### src/rtl/bcd_count_up_2d.sv
// Two-digit BCD up-counter with clear, checked parallel load and a
// programmable wrap value; tc cascades into the next stage's enable.
//
// Ports:
//   clk       rising-edge clock
//   reset     asynchronous reset, active low
//   en        count enable, one step per clock
//   clr       synchronous clear to 00 (highest priority)
//   load      synchronous load strobe (below clr, above en)
//   load_val  BCD load value {tens, ones}
//   ones      registered BCD ones digit
//   tens      registered BCD tens digit
//   tc        combinational terminal count for cascading
//   wrap      one-cycle pulse after a wrap to 00
//   load_err  one-cycle pulse after a rejected load

module bcd_count_up_2d #(
    parameter int unsigned MAX_TENS = 5,
    parameter int unsigned MAX_ONES = 9
) (
    input  logic       clk,
    input  logic       reset,
    input  logic       en,
    input  logic       clr,
    input  logic       load,
    input  logic [7:0] load_val,
    output logic [3:0] ones,
    output logic [3:0] tens,
    output logic       tc,
    output logic       wrap,
    output logic       load_err
);

    localparam logic [3:0] LP_MAX_T = 4'(MAX_TENS);
    localparam logic [3:0] LP_MAX_O = 4'(MAX_ONES);
    localparam logic [3:0] LP_NINE  = 4'd9;

    logic [3:0] r_ones;
    logic [3:0] r_tens;
    logic       r_wrap;
    logic       r_load_err;

    logic       w_at_max;
    logic       w_load_ok;
    logic [3:0] w_lv_t;
    logic [3:0] w_lv_o;
    logic [3:0] w_inc_ones;
    logic [3:0] w_inc_tens;

    assign w_lv_t = load_val[7:4];
    assign w_lv_o = load_val[3:0];

    // Out-of-range states can never equal the (legal) wrap value,
    // so they always take the increment path and recover.
    assign w_at_max = (r_tens == LP_MAX_T) && (r_ones == LP_MAX_O);

    assign w_load_ok = (w_lv_t <= LP_NINE) && (w_lv_o <= LP_NINE) &&
                       ((w_lv_t < LP_MAX_T) ||
                        ((w_lv_t == LP_MAX_T) && (w_lv_o <= LP_MAX_O)));

    // Digit-wise increment; ones >= 9 covers both the decade carry
    // and illegal A..F ones values.
    always_comb begin
        w_inc_ones = r_ones + 4'd1;
        w_inc_tens = r_tens;
        if (r_ones >= LP_NINE) begin
            w_inc_ones = 4'd0;
            w_inc_tens = (r_tens >= LP_NINE) ? 4'd0 : r_tens + 4'd1;
        end
        if (r_tens > LP_NINE) begin
            w_inc_tens = 4'd0;
        end
    end

    always_ff @(posedge clk or negedge reset) begin
        if (!reset) begin
            r_ones     <= 4'd0;
            r_tens     <= 4'd0;
            r_wrap     <= 1'b0;
            r_load_err <= 1'b0;
        end else begin
            r_wrap     <= 1'b0;
            r_load_err <= 1'b0;
            if (clr) begin
                r_ones <= 4'd0;
                r_tens <= 4'd0;
            end else if (load) begin
                if (w_load_ok) begin
                    r_ones <= w_lv_o;
                    r_tens <= w_lv_t;
                end else begin
                    r_load_err <= 1'b1;
                end
            end else if (en) begin
                if (w_at_max) begin
                    r_ones <= 4'd0;
                    r_tens <= 4'd0;
                    r_wrap <= 1'b1;
                end else begin
                    r_ones <= w_inc_ones;
                    r_tens <= w_inc_tens;
                end
            end
        end
    end

    assign tc       = en & w_at_max & ~clr & ~load;
    assign ones     = r_ones;
    assign tens     = r_tens;
    assign wrap     = r_wrap;
    assign load_err = r_load_err;

endmodule
### config.mk
export PLATFORM = sky130hd
export DESIGN_NAME = bcd_count_up_2d
export DESIGN_NICKNAME = d
export VERILOG_FILES = /design/src/rtl/bcd_count_up_2d.sv
export SDC_FILE = /design/constraint.sdc
export NUM_CORES = 1
export LEC_CHECK = 0
export CAP_MARGIN = 20
export CORE_MARGIN = 4
export CORE_UTILIZATION = 47
export CTS_CLUSTER_SIZE = 10
export DETAILED_ROUTE_END_ITERATION = 6
export PLACE_DENSITY = 0.95
export SYNTH_ARGS = -nofsm -noshare
export SYNTH_HDL_FRONTEND = slang
export SYNTH_SLANG_ARGS = --single-unit
### constraint.sdc
create_clock -name clk -period 4.8 [get_ports clk]
set_input_delay 1.2 -clock clk [delete_from_list [all_inputs] [get_ports clk]]
set_output_delay 1.2 -clock clk [all_outputs]
set_load 0.01 [all_outputs]
==> parameters.txt, run 1 <==
Parameter                              Value

Status
  Outcome ... completed

Setup path
  Minimum setup slack among reg-to-reg paths ... 2.94 ns
  CP Data Required Time ... 3.60 ns
  Data arrival time of the worst path ... 2.69 ns
  Kind of critical path ... input port to output pin
  Cell with the most instances on the worst path ... clkdlybuf4s50_1
  Start point of the critical path ... load
  Setup crit end kind ... output pin
  Element type at the critical path start ... input port
  Slowest stage cell on the critical path ... clkdlybuf4s50_1
  Critical path cell sequence ... clkdlybuf4s50_1, nor2_1, and4b_1, clkdlybuf4s50_1
  Largest stage delay, worst path ... 0.53 ns
  Worst Setup EP ... tc
  Destination of the worst register-to-register timing path ... tens[2]
  Max Fanout on Critical Path ... 4
  Critical register-to-register path startpoint ... ones[0]
  R2R depth ... 7

Floorplanning
  Number of top-level pins ... 24
  Number of cell rows ... 13
  Initial Utilization ... 51.44%
  Die height ... 46.44 um
  Horizontal die dimension ... 46.44 um
  Overall die area ... 2157 um^2
  Floorplan Core Area ... 1350 um^2

Place
  Half-perimeter wire length after detailed placement ... 1438 um
  Number of port buffers ... 23
  Routability congestion estimate ... 0.7541

Logic synthesis
  Largest family of logic cells by synthesized area ... compound AO/OA/AOI/OAI gates
  Syn Inst Count ... 72
  Total of flip-flops plus latches after synthesis ... 10
  Synthesized area per cell ... 9.645 um^2
  Number of warnings printed during yosys synthesis ... 0
  Syn Std Cell Area ... 694.4 um^2
  Share of the synthesized netlist area taken by xor and xnor gates ... 0%
  Simple-Gate Fraction of Synth Area ... 17.66%
  Post-synthesis compound-gate area fraction ... 31.17%
  Fraction of the mapped netlist area in adder cells ... 10.81%
  Synth Net Count ... 91
  Mux contribution to synthesized area ... 0%
  Synth cell types ... 29
  Sequential fraction of the synthesis area ... 36.04%

Timing
  Worst clock skew ... 0.004890 ns
  Hold violation total from the final report ... 0
  Minimum period implied by the final worst setup slack ... 3.890 ns
  Slew at the pin with the worst max-slew slack ... 0.6246 ns
  F_max ... 257.1 MHz
  Post-route worst hold slack ... 0.6268 ns
  Slew Limit Headroom ... 58.27%
  Post-route clock period utilization ... 81.04%
  Max-slew violation count ... 0
  Setup total negative slack ... 0 ns
  Setup repair after global routing missed its margin ... no
  Setup violators final ... 0

Clock network
  TritonCTS Sinks ... 10
  CTS clock-pin slew for the worst setup and hold paths ... 0.07 ns
  Cts repair resizes ... 0
  CTS H-tree depth ... 1
  Hold buffer count at CTS ... 0
  Clk Latency, worst-skew pair ... 0.27 ns
  Max Root-Sink Buffers ... 2
  CTS tree ... yes
  Setup fix buffers added after clock tree synthesis ... 0
  Root Buffer ... clkbuf_4
  TritonCTS Buffers ... 3

Finish
  Fraction of final layout cells sized beyond drive strength 1 ... 8.163%
  Area growth from synthesis to layout ... 40.54%
  Fraction of the core area covered by cells at the end of the flow ... 72.29%
  Number of nets in the layout ... 118
  Number of inserted diodes ... 0

Pwr
  Static Leakage ... 0.4152 nW
  Pwr dens ... 299.7 nW/um^2
  Maximum ir drop on the vdd rail ... 0.2990 mV
  Final Total Pwr ... 0.2925 mW

Route
  Number of iterations in the first detailed-routing pass ... 4
  DRT iter0 DRCs ... 15
  Detailed Route WL ... 1831 um
  Post-route ant nets ... 0
  Number of vias per cell after detailed routing ... 6.053
  Total DRC errors in the routed layout ... 0
  Routed WL per cell ... 16.20 um
  Detailed-route via count ... 684

Global routing
  Antenna violations before repair ... 0
  Vias in the first global route ... 660
  Pin count of the biggest net entering global routing ... 11
  Remaining Overflow, GRT ... 0
  First-pass GRT wire length ... 2904 um
  Total Routing Usage GR ... 19.46%

Flow run
  Max_cap viols ... 0

Min path
  Hold Crit Start ... tens[3]
  Worst Hold Class ... flip-flop to flip-flop
  Worst hold stages ... 1
[cells in the final DEF (no fill, tap or decap), types with 2 or more instances in the layout]
cell type / instances
clkdlybuf4s50_1: 23
a221oi_1: 2
and4b_1: 2
nor2b_1: 3
ha_1: 6
nand2b_1: 2
inv_1: 7
a22o_1: 2
a21oi_1: 7
o22ai_1: 2
o21ai_0: 5
clkbuf_4: 3
nand2_1: 3
dfrtp_1: 10
nor2_1: 5
[report_power, final]
group | total (mW) | switching (mW) | internal [mW]
sequential | 0.112 | 0.0173 | 0.0948
combinational | 0.101 | 0.0477 | 0.0535
clock | 0.0792 | 0.0331 | 0.0461
[cell usage after synthesis]
cell,number,area [um^2]
dfrtp_1,10,250.2
a21oi_1,7,35.03
inv_1,7,26.28
ha_1,6,75.07
nor2_1,5,18.77
o21ai_0,5,25.02
nand2_1,3,11.26
nor2b_1,3,18.77
a221oi_1,2,17.52
a22o_1,2,17.52
and4b_1,2,20.02
nand2b_1,2,12.51
o22ai_1,2,12.51
a21boi_0,1,7.510
a21boi_4,1,18.77
a21oi_4,1,16.27
a2bb2oi_1,1,8.760
a311oi_4,1,26.28
a32oi_1,1,8.760
and3_1,1,6.260
clkbuf_1,1,3.750
nand3_1,1,5.000
nand3b_1,1,7.510
nand4_1,1,6.260
nor3_1,1,5.000
o21ai_1,1,5.000
o2bb2a_1,1,10.01
o31ai_1,1,7.510
or3b_4,1,11.26
[worst max-delay path: cells and delay by family]
family | cells | cell delay [ns]
simple gates | 2 | 0.47
buf+inv | 2 | 1.01
[registers in the layout (all words and copies together) (netlist names)]
| register | flops |
|---|---|
| load_err | 1 |
| wrap | 1 |
| ones | 4 |
| tens | 4 |
[metal layers]
metal  wire length [um]  global-route usage, %
met5                  0                      0
met3                122                  5.469
met2                999                  33.79
met4                 25                  8.523
met1                684                  21.77
[final cells by class]
type	instances	area, um^2
Timing Repair Buffer	23	230.2
Clock buffer	4	36.28
Multi-Input combinational cell	54	414.1
Tap cell	15	18.77
Sequential cell	10	250.2
Inverter	7	26.28
Fill cell	103	374.1
[stage by stage]
step | instance area, um^2 | setup slack [ns] | std cells
floorplan | 694.4 | 1.983 | 72
global placement | 939.7 | 0.9495 | 109
detailed placement | 939.7 | 0.8893 | 109
CTS | 975.9 | 0.8970 | 113
global route | 975.9 | 0.7946 | 113
finish | 975.9 | 0.9102 | 113
[how the worst min path moves through the flow]
stage	slack (ns)	to
2_1_floorplan	0.60	tens[3]
3_3_place_gp	0.59	tens[3]
3_5_place_dp	0.61	tens[3]
4_1_cts	0.62	tens[3]
5_1_grt	0.66	tens[3]
6_report	0.63	tens[3]
[kinds of logic after synthesis]
group,after synthesis
AO/OA/AOI/OAI,27
adder cells (fa/ha/maj),6
buffers and inverters,8
flip-flops,10
AND/OR/NAND/NOR,21
(Power assumes the default switching activity.)
==> run 2, diff against run 1 <==
- CORE_UTILIZATION: 47 -> 43
- PLACE_DENSITY: 0.95 -> 0.89
- clock period: 4.8 -> 4.1 ns (I/O delays scaled with it)
==> run 2 against run 1 <==
Compared with the run above: wire length decreased by 4.4%; die area increased by 7.7%; sequential cell count unchanged; largest cell class unchanged; largest power group unchanged; highest routed layer unchanged.
==> parameters.txt, run 2 (synthesis results as in run 1) <==
Parameter                              Value

Pwr
  Cell-internal power ... 0.2073 mW (+6.6%)
  Switching power ... 0.1099 mW (+12%)
  Proportion of total power due to net switching ... 34.65% (+1.1 points)
  Part of the power in registers ... 41.3% (+3.0 points)
  Proportion of power drawn by combinational gates ... 36.8% (+2.2 points)
  Pwr dens ... 329.3 nW/um^2 (+9.9%)
  Maximum ir drop on the vdd rail ... 0.3228 mV (+8.0%)
  Static Leakage ... 0.4080 nW (-1.7%)
  Power share of the clock group ... 21.8% (-5.3 points)

Global routing
  Vias in the first global route ... 618 (-6.4%)
  Antenna violations before repair ... 0 (unchanged)
  First-pass GRT wire length ... 2822 um (-2.8%)
  Pin count of the biggest net entering global routing ... 11 (unchanged)
  Total Routing Usage GR ... 17.94% (-1.5 points)
  Remaining Overflow, GRT ... 0 (unchanged)

Timing
  Setup total negative slack ... 0 ns (unchanged)
  F_max ... 282.7 MHz
  Max-slew violation count ... 0 (unchanged)
  Minimum period implied by the final worst setup slack ... 3.537 ns
  Setup repair after global routing missed its margin ... no
  Setup violators final ... 0 (unchanged)
  Post-route clock period utilization ... 86.26%
  Slew at the pin with the worst max-slew slack ... 0.6063 ns (-0.01827 ns)
  Worst clock skew ... 0.01043 ns (+0.005540 ns)
  Hold violation total from the final report ... 0 (unchanged)
  Slew Limit Headroom ... 59.49% (+1.2 points)
  Post-route worst hold slack ... 0.6305 ns (+0.003704 ns)

Finish
  Area used by multi-input combinational logic ... 414.1 um^2 (unchanged)
  Fraction of final layout cells sized beyond drive strength 1 ... 7.216% (-0.95 points)
  Top library cells by usage in the layout, fill and taps aside ... 23 x clkdlybuf4s50_1, 10 x dfrtp_1, 7 x inv_1, 7 x a21oi_1, 6 x ha_1
  Post-layout instance count excluding filler cells ... 113 (unchanged)
  Fraction of the core area covered by cells at the end of the flow ... 63.22% (-9.1 points)
  Most common cell after layout, fill and taps aside ... clkdlybuf4s50_1
  Filler Cells Inserted ... 131 (+27%)
  Area growth from synthesis to layout ... 38.74%
  Number of nets in the layout ... 118 (unchanged)
  Combined flip-flop and latch cell area ... 250.2 um^2 (unchanged)
  Number of inserted diodes ... 0 (unchanged)

Setup path
  Setup crit end kind ... output pin
  Element type at the critical path start ... input port
  Kind of critical path ... input port to output pin
  Cell with the most instances on the worst path ... clkdlybuf4s50_1
  Max Fanout on Critical Path ... 4 (unchanged)
  Slowest stage cell on the critical path ... clkdlybuf4s50_1
  Critical path cell sequence ... clkdlybuf4s50_1, nor2_1, and4b_1, clkdlybuf4s50_1
  CP Data Required Time ... 3.07 ns (-0.53 ns)
  Data arrival time of the worst path ... 2.51 ns (-0.18 ns)
  Largest stage delay, worst path ... 0.53 ns (about the same)

Clock network
  Max Root-Sink Buffers ... 2 (unchanged)
  CTS tree ... yes
  CTS H-tree depth ... 1 (unchanged)
  TritonCTS Buffers ... 3 (unchanged)
  CTS clock-pin slew for the worst setup and hold paths ... 0.07 ns (about the same)
  Setup fix buffers added after clock tree synthesis ... 0 (unchanged)
  Hold buffer count at CTS ... 0 (unchanged)
  TritonCTS Sinks ... 10 (unchanged)
  Root Buffer ... clkbuf_4
  Clk Latency, worst-skew pair ... 0.27 ns (about the same)
  Cts repair resizes ... 0 (unchanged)

Place
  Number of port buffers ... 23 (unchanged)
  Number of cells in the design after placement ... 110 (+0.92%)
  Half-perimeter wire length after detailed placement ... 1371 um (-4.7%)
  Routability congestion estimate ... 0.8104 (+7.5%)

Floorplanning
  Die height ... 48.19 um (+3.8%)
  Floorplan Core Area ... 1524 um^2 (+13%)
  Initial Utilization ... 45.57% (-5.9 points)
  Overall die area ... 2322 um^2 (+7.7%)
  Number of top-level pins ... 24 (unchanged)
  Number of cell rows ... 14 (+1)
  Horizontal die dimension ... 48.19 um (+3.8%)

Route
  Detailed-route via count ... 654 (-4.4%)
  Total DRC errors in the routed layout ... 0 (unchanged)
  DRT iter0 DRCs ... 13 (-2)
  Detailed Route WL ... 1750 um (-4.4%)
  Number of vias per cell after detailed routing ... 5.788 (-4.4%)
  Post-route ant nets ... 0 (unchanged)
  Number of iterations in the first detailed-routing pass ... 4 (unchanged)
  Routed WL per cell ... 15.49 um (-4.4%)

Flow run
  Max_cap viols ... 0 (unchanged)

Min path
  Worst Hold Class ... flip-flop to flip-flop

Status
  Outcome ... completed
[run 2: power by group through the flow]
stage / Combinational [mW] / Clock, mW / Sequential [mW]
6_report: 0.117 / 0.0692 / 0.131
3_5_place_dp: 0.117 / 0 / 0.133
3_3_place_gp: 0.113 / 0 / 0.131
5_1_grt: 0.132 / 0.0766 / 0.134
2_1_floorplan: 0.0586 / 0 / 0.134
4_1_cts: 0.118 / 0.0712 / 0.130
[run 2: final cells by class]
class / count / share of cell area [%]
sequential: 10 / 25.97
multi-input combinational: 54 / 42.99
tap: 16 / 2.078
clock buffer: 3 / 2.338
timing repair buffer: 23 / 23.90
inverter: 7 / 2.727
[run 2: critical path: cells and delay by family]
family                 cells  cell delay [ns]
buffers and inverters      2             1.02
and+or+nand+nor            2             0.47
[run 2: metal layers]
layer	up-vias	wire length [um]	global-route usage, %
met2	21	858	28.91
met5	-	0	0
li1	316	-	-
met1	315	786	23.54
met3	2	99	7.011
met4	0	5	1.613
[run 2: through the flow]
| stage | worst slack (ns) | total power, mW | cell area (um^2) |
|---|---|---|---|
| after floorplan | 1.633 | 0.1926 | 694.4 |
| after global placement | 0.5995 | 0.2443 | 940.9 |
| after detailed placement | 0.5718 | 0.2500 | 940.9 |
| after CTS | 0.5691 | 0.3195 | 963.4 |
| after global routing | 0.5186 | 0.3419 | 963.4 |
| final | 0.5632 | 0.3173 | 963.4 |
[run 2: path summary, 6_finish.rpt]
path                       startpoint       to  slack (ns)  depth (start not counted)
min                           ones[2]  ones[2]        0.63                          2
min in group asynchronous       reset  ones[1]        1.07                          1
max in group asynchronous       reset  tens[2]        2.70                          1
max reg2reg                   ones[0]  tens[2]        2.26                          6
max                              load       tc        0.56                          4
min reg2reg                   ones[2]  ones[2]        0.63                          2
==> run 3, diff against run 2 <==
- CTS_CLUSTER_SIZE: 10 -> 20
==> results of run 3 <==
The final DEF is identical to that of run 2; final timing and power are the same.
==> variant: new RTL, config.mk and constraints of run 2 <==
Add an input register stage for `en`, `clr`, `load` and `load_val`, without a reset; this delays them by one clock. Comments in the files are not updated.
--- a/src/rtl/bcd_count_up_2d.sv
+++ b/src/rtl/bcd_count_up_2d.sv
@@ -35,6 +35,18 @@
     localparam logic [3:0] LP_MAX_O = 4'(MAX_ONES);
     localparam logic [3:0] LP_NINE  = 4'd9;
 
+    logic en_q;
+    logic clr_q;
+    logic load_q;
+    logic [7:0] load_val_q;
+
+    always_ff @(posedge clk) begin
+        en_q       <= en;
+        clr_q      <= clr;
+        load_q     <= load;
+        load_val_q <= load_val;
+    end
+
     logic [3:0] r_ones;
     logic [3:0] r_tens;
     logic       r_wrap;
@@ -47,8 +59,8 @@
     logic [3:0] w_inc_ones;
     logic [3:0] w_inc_tens;
 
-    assign w_lv_t = load_val[7:4];
-    assign w_lv_o = load_val[3:0];
+    assign w_lv_t = load_val_q[7:4];
+    assign w_lv_o = load_val_q[3:0];
 
     // Out-of-range states can never equal the (legal) wrap value,
     // so they always take the increment path and recover.
@@ -81,17 +93,17 @@
         end else begin
             r_wrap     <= 1'b0;
             r_load_err <= 1'b0;
-            if (clr) begin
+            if (clr_q) begin
                 r_ones <= 4'd0;
                 r_tens <= 4'd0;
-            end else if (load) begin
+            end else if (load_q) begin
                 if (w_load_ok) begin
                     r_ones <= w_lv_o;
                     r_tens <= w_lv_t;
                 end else begin
                     r_load_err <= 1'b1;
                 end
-            end else if (en) begin
+            end else if (en_q) begin
                 if (w_at_max) begin
                     r_ones <= 4'd0;
                     r_tens <= 4'd0;
@@ -104,7 +116,7 @@
         end
     end
 
-    assign tc       = en & w_at_max & ~clr & ~load;
+    assign tc       = en_q & w_at_max & ~clr_q & ~load_q;
     assign ones     = r_ones;
     assign tens     = r_tens;
     assign wrap     = r_wrap;
Function: changed (Yosys sat finds a counterexample within 4 cycles, from zero or initial values and one cycle with reset low).
==> variant against run 2 <==
Sequential cell count grew 11. Area after synthesis grew 30%. Clock power grew 39%. Power grew 43%. Routed wire length grew 1.9%. Sequential power grew 88%. Setup slack gained 0.53 ns. Final area grew 23%. Critical path type is now register to primary output. Largest cell class is now flip-flops and latches.
==> variant: results (changes against run 2) <==
* Synth warn at 0 (unchanged)
* Drt first pass iters at 4 (unchanged)
* Syn Area/Cell at 10.61 um2 (+10%)
* Via count at 724 (+11%)
* CP max FO at 6 (+2)
* HP Class: register to register
* Largest cells by area after synthesis: dfrtp_1 (28%), dfxtp_1 (24%), ha_1 (8.3%)
* DR vias/cell at 5.246 (-9.4%)
* Worst-path clk slew at 0.11 ns (+0.04 ns)
* Clock Path Buffers at 2 (unchanged)
* CP max stage delay at 0.54 ns
* Max reg flops at 8
* Worst-Skew Late Latency at 0.29 ns (+0.02 ns)
* I/O Buffers at 23 (unchanged)
* Root Driver: clkbuf_4
* Biggest register: load_val_q
* First-pass GRT wire length at 2884 um (+2.2%)
* Num CTS Buffers at 3 (unchanged)
* Post-synth net total at 104 (+14%)
* Synth unique cells at 30 (+3.4%)
* GP Congestion at 0.8775 (+8.3%)
* Post-CTS sizing at 0 (unchanged)
* Max-cap viol count at 0 (unchanged)
* CP top delay family: buffers and inverters
* Initial antenna violation count at 0 (unchanged)
* Post-synthesis sequential area ratio at 0.5215 (+0.1611)
* Synth cell count leaders: dfxtp_1 (11), dfrtp_1 (10), a21oi_1 (8), inv_1 (8)
* HPWL after detailed placement at 1373 um (+0.13%)
* H-Tree Depth at 1 (unchanged)
* Worst-Margin Slew at 0.5531 ns (-0.05325 ns)
* Layout cells sized above 1 at 0.05405 (-0.01811)
* Initial DRC Count at 9 (-4)
* LEAKAGE at 0.0004895 uW (+20%)
* Setup violators final at 0 (unchanged)
* Max Clock Skew at 0.005396 ns (-0.005034 ns)
* Diode count at 0 (unchanged)
* NumNets Final at 131 (+11%)
* Largest net degree at the start of global routing at 12 (+1)
* Post-synth ARST share at 0.4762 (-0.5238)
* WL/cell at 12.93 um (-17%)
* Vias in the first global route at 704 (+14%)
* Tot GR Track Use at 0.1390 (-0.04038)
* Crit-path slowest cell: clkdlybuf4s50_1
* Worst EP arrival at 1.99 ns (-0.52 ns)
* Post-CTS Setup Inserts at 0 (unchanged)
* Status: finished clean
* Peak supply drop at 0.3318 mV (+2.8%)
## variant: metrics by stage
stage          instance area [um2]    util  total power (uW)  worst slack [ns]
3_5_place_dp                  1162  0.5865             360.1             1.398
5_1_grt                       1189  0.5997             479.3            0.9639
4_1_cts                       1189  0.5997             454.2             1.071
3_3_place_gp                  1162  0.5865             354.8             1.447
6_report                      1189  0.5997             452.1             1.089
2_1_floorplan                902.1       -             305.9             1.913
## variant: layer usage
| metal | GRT usage | part of all wire |
|---|---|---|
| met1 | 0.1601 | 0.43 |
| met2 | 0.2339 | 0.50 |
| met4 | 0.06383 | 0.0090 |
| met3 | 0.04155 | 0.059 |
| met5 | 0 | 0 |
## variant: tightest hold or removal path, stage by stage (launching register included)
cell and delay, ns:
dfxtp_1 0.34, nand2_1 0.08, nor2_1 0.04
## variant: where the power goes
group,internal [uW],switching (uW)
clock network,37.8,58.3
registers,224,22.7
logic,59.5,50.2
total,321,131
## variant: logic make-up after synthesis
logic type,synth area share
AOI/OAI and AO/OA,0.2358
and+or+nand+nor,0.1221
DFF,0.5215
buffers and inverters,0.03745
adders and majority gates,0.08322
## variant: final timing paths
| check | endpoint | cells past startpoint | from | slack, ns |
|---|---|---|---|---|
| max in group asynchronous | tens[2] | 1 | reset | 2.75 |
| min in group asynchronous | ones[1] | 1 | reset | 1.03 |
| max | tc | 6 | tens[1] | 1.09 |
| min | wrap | 2 | en_q | 0.49 |
| min reg2reg | wrap | 2 | en_q | 0.49 |
| max reg2reg | tens[3] | 7 | ones[0] | 2.29 |
## variant: layout make-up
type,instances,area (um2)
clock buffers,4,26.28
fillers,160,793.3
inverters,8,30.03
multi-input cells,55,397.9
flip-flops and latches,21,470.5
well taps,27,33.78
repair buffers,23,230.2
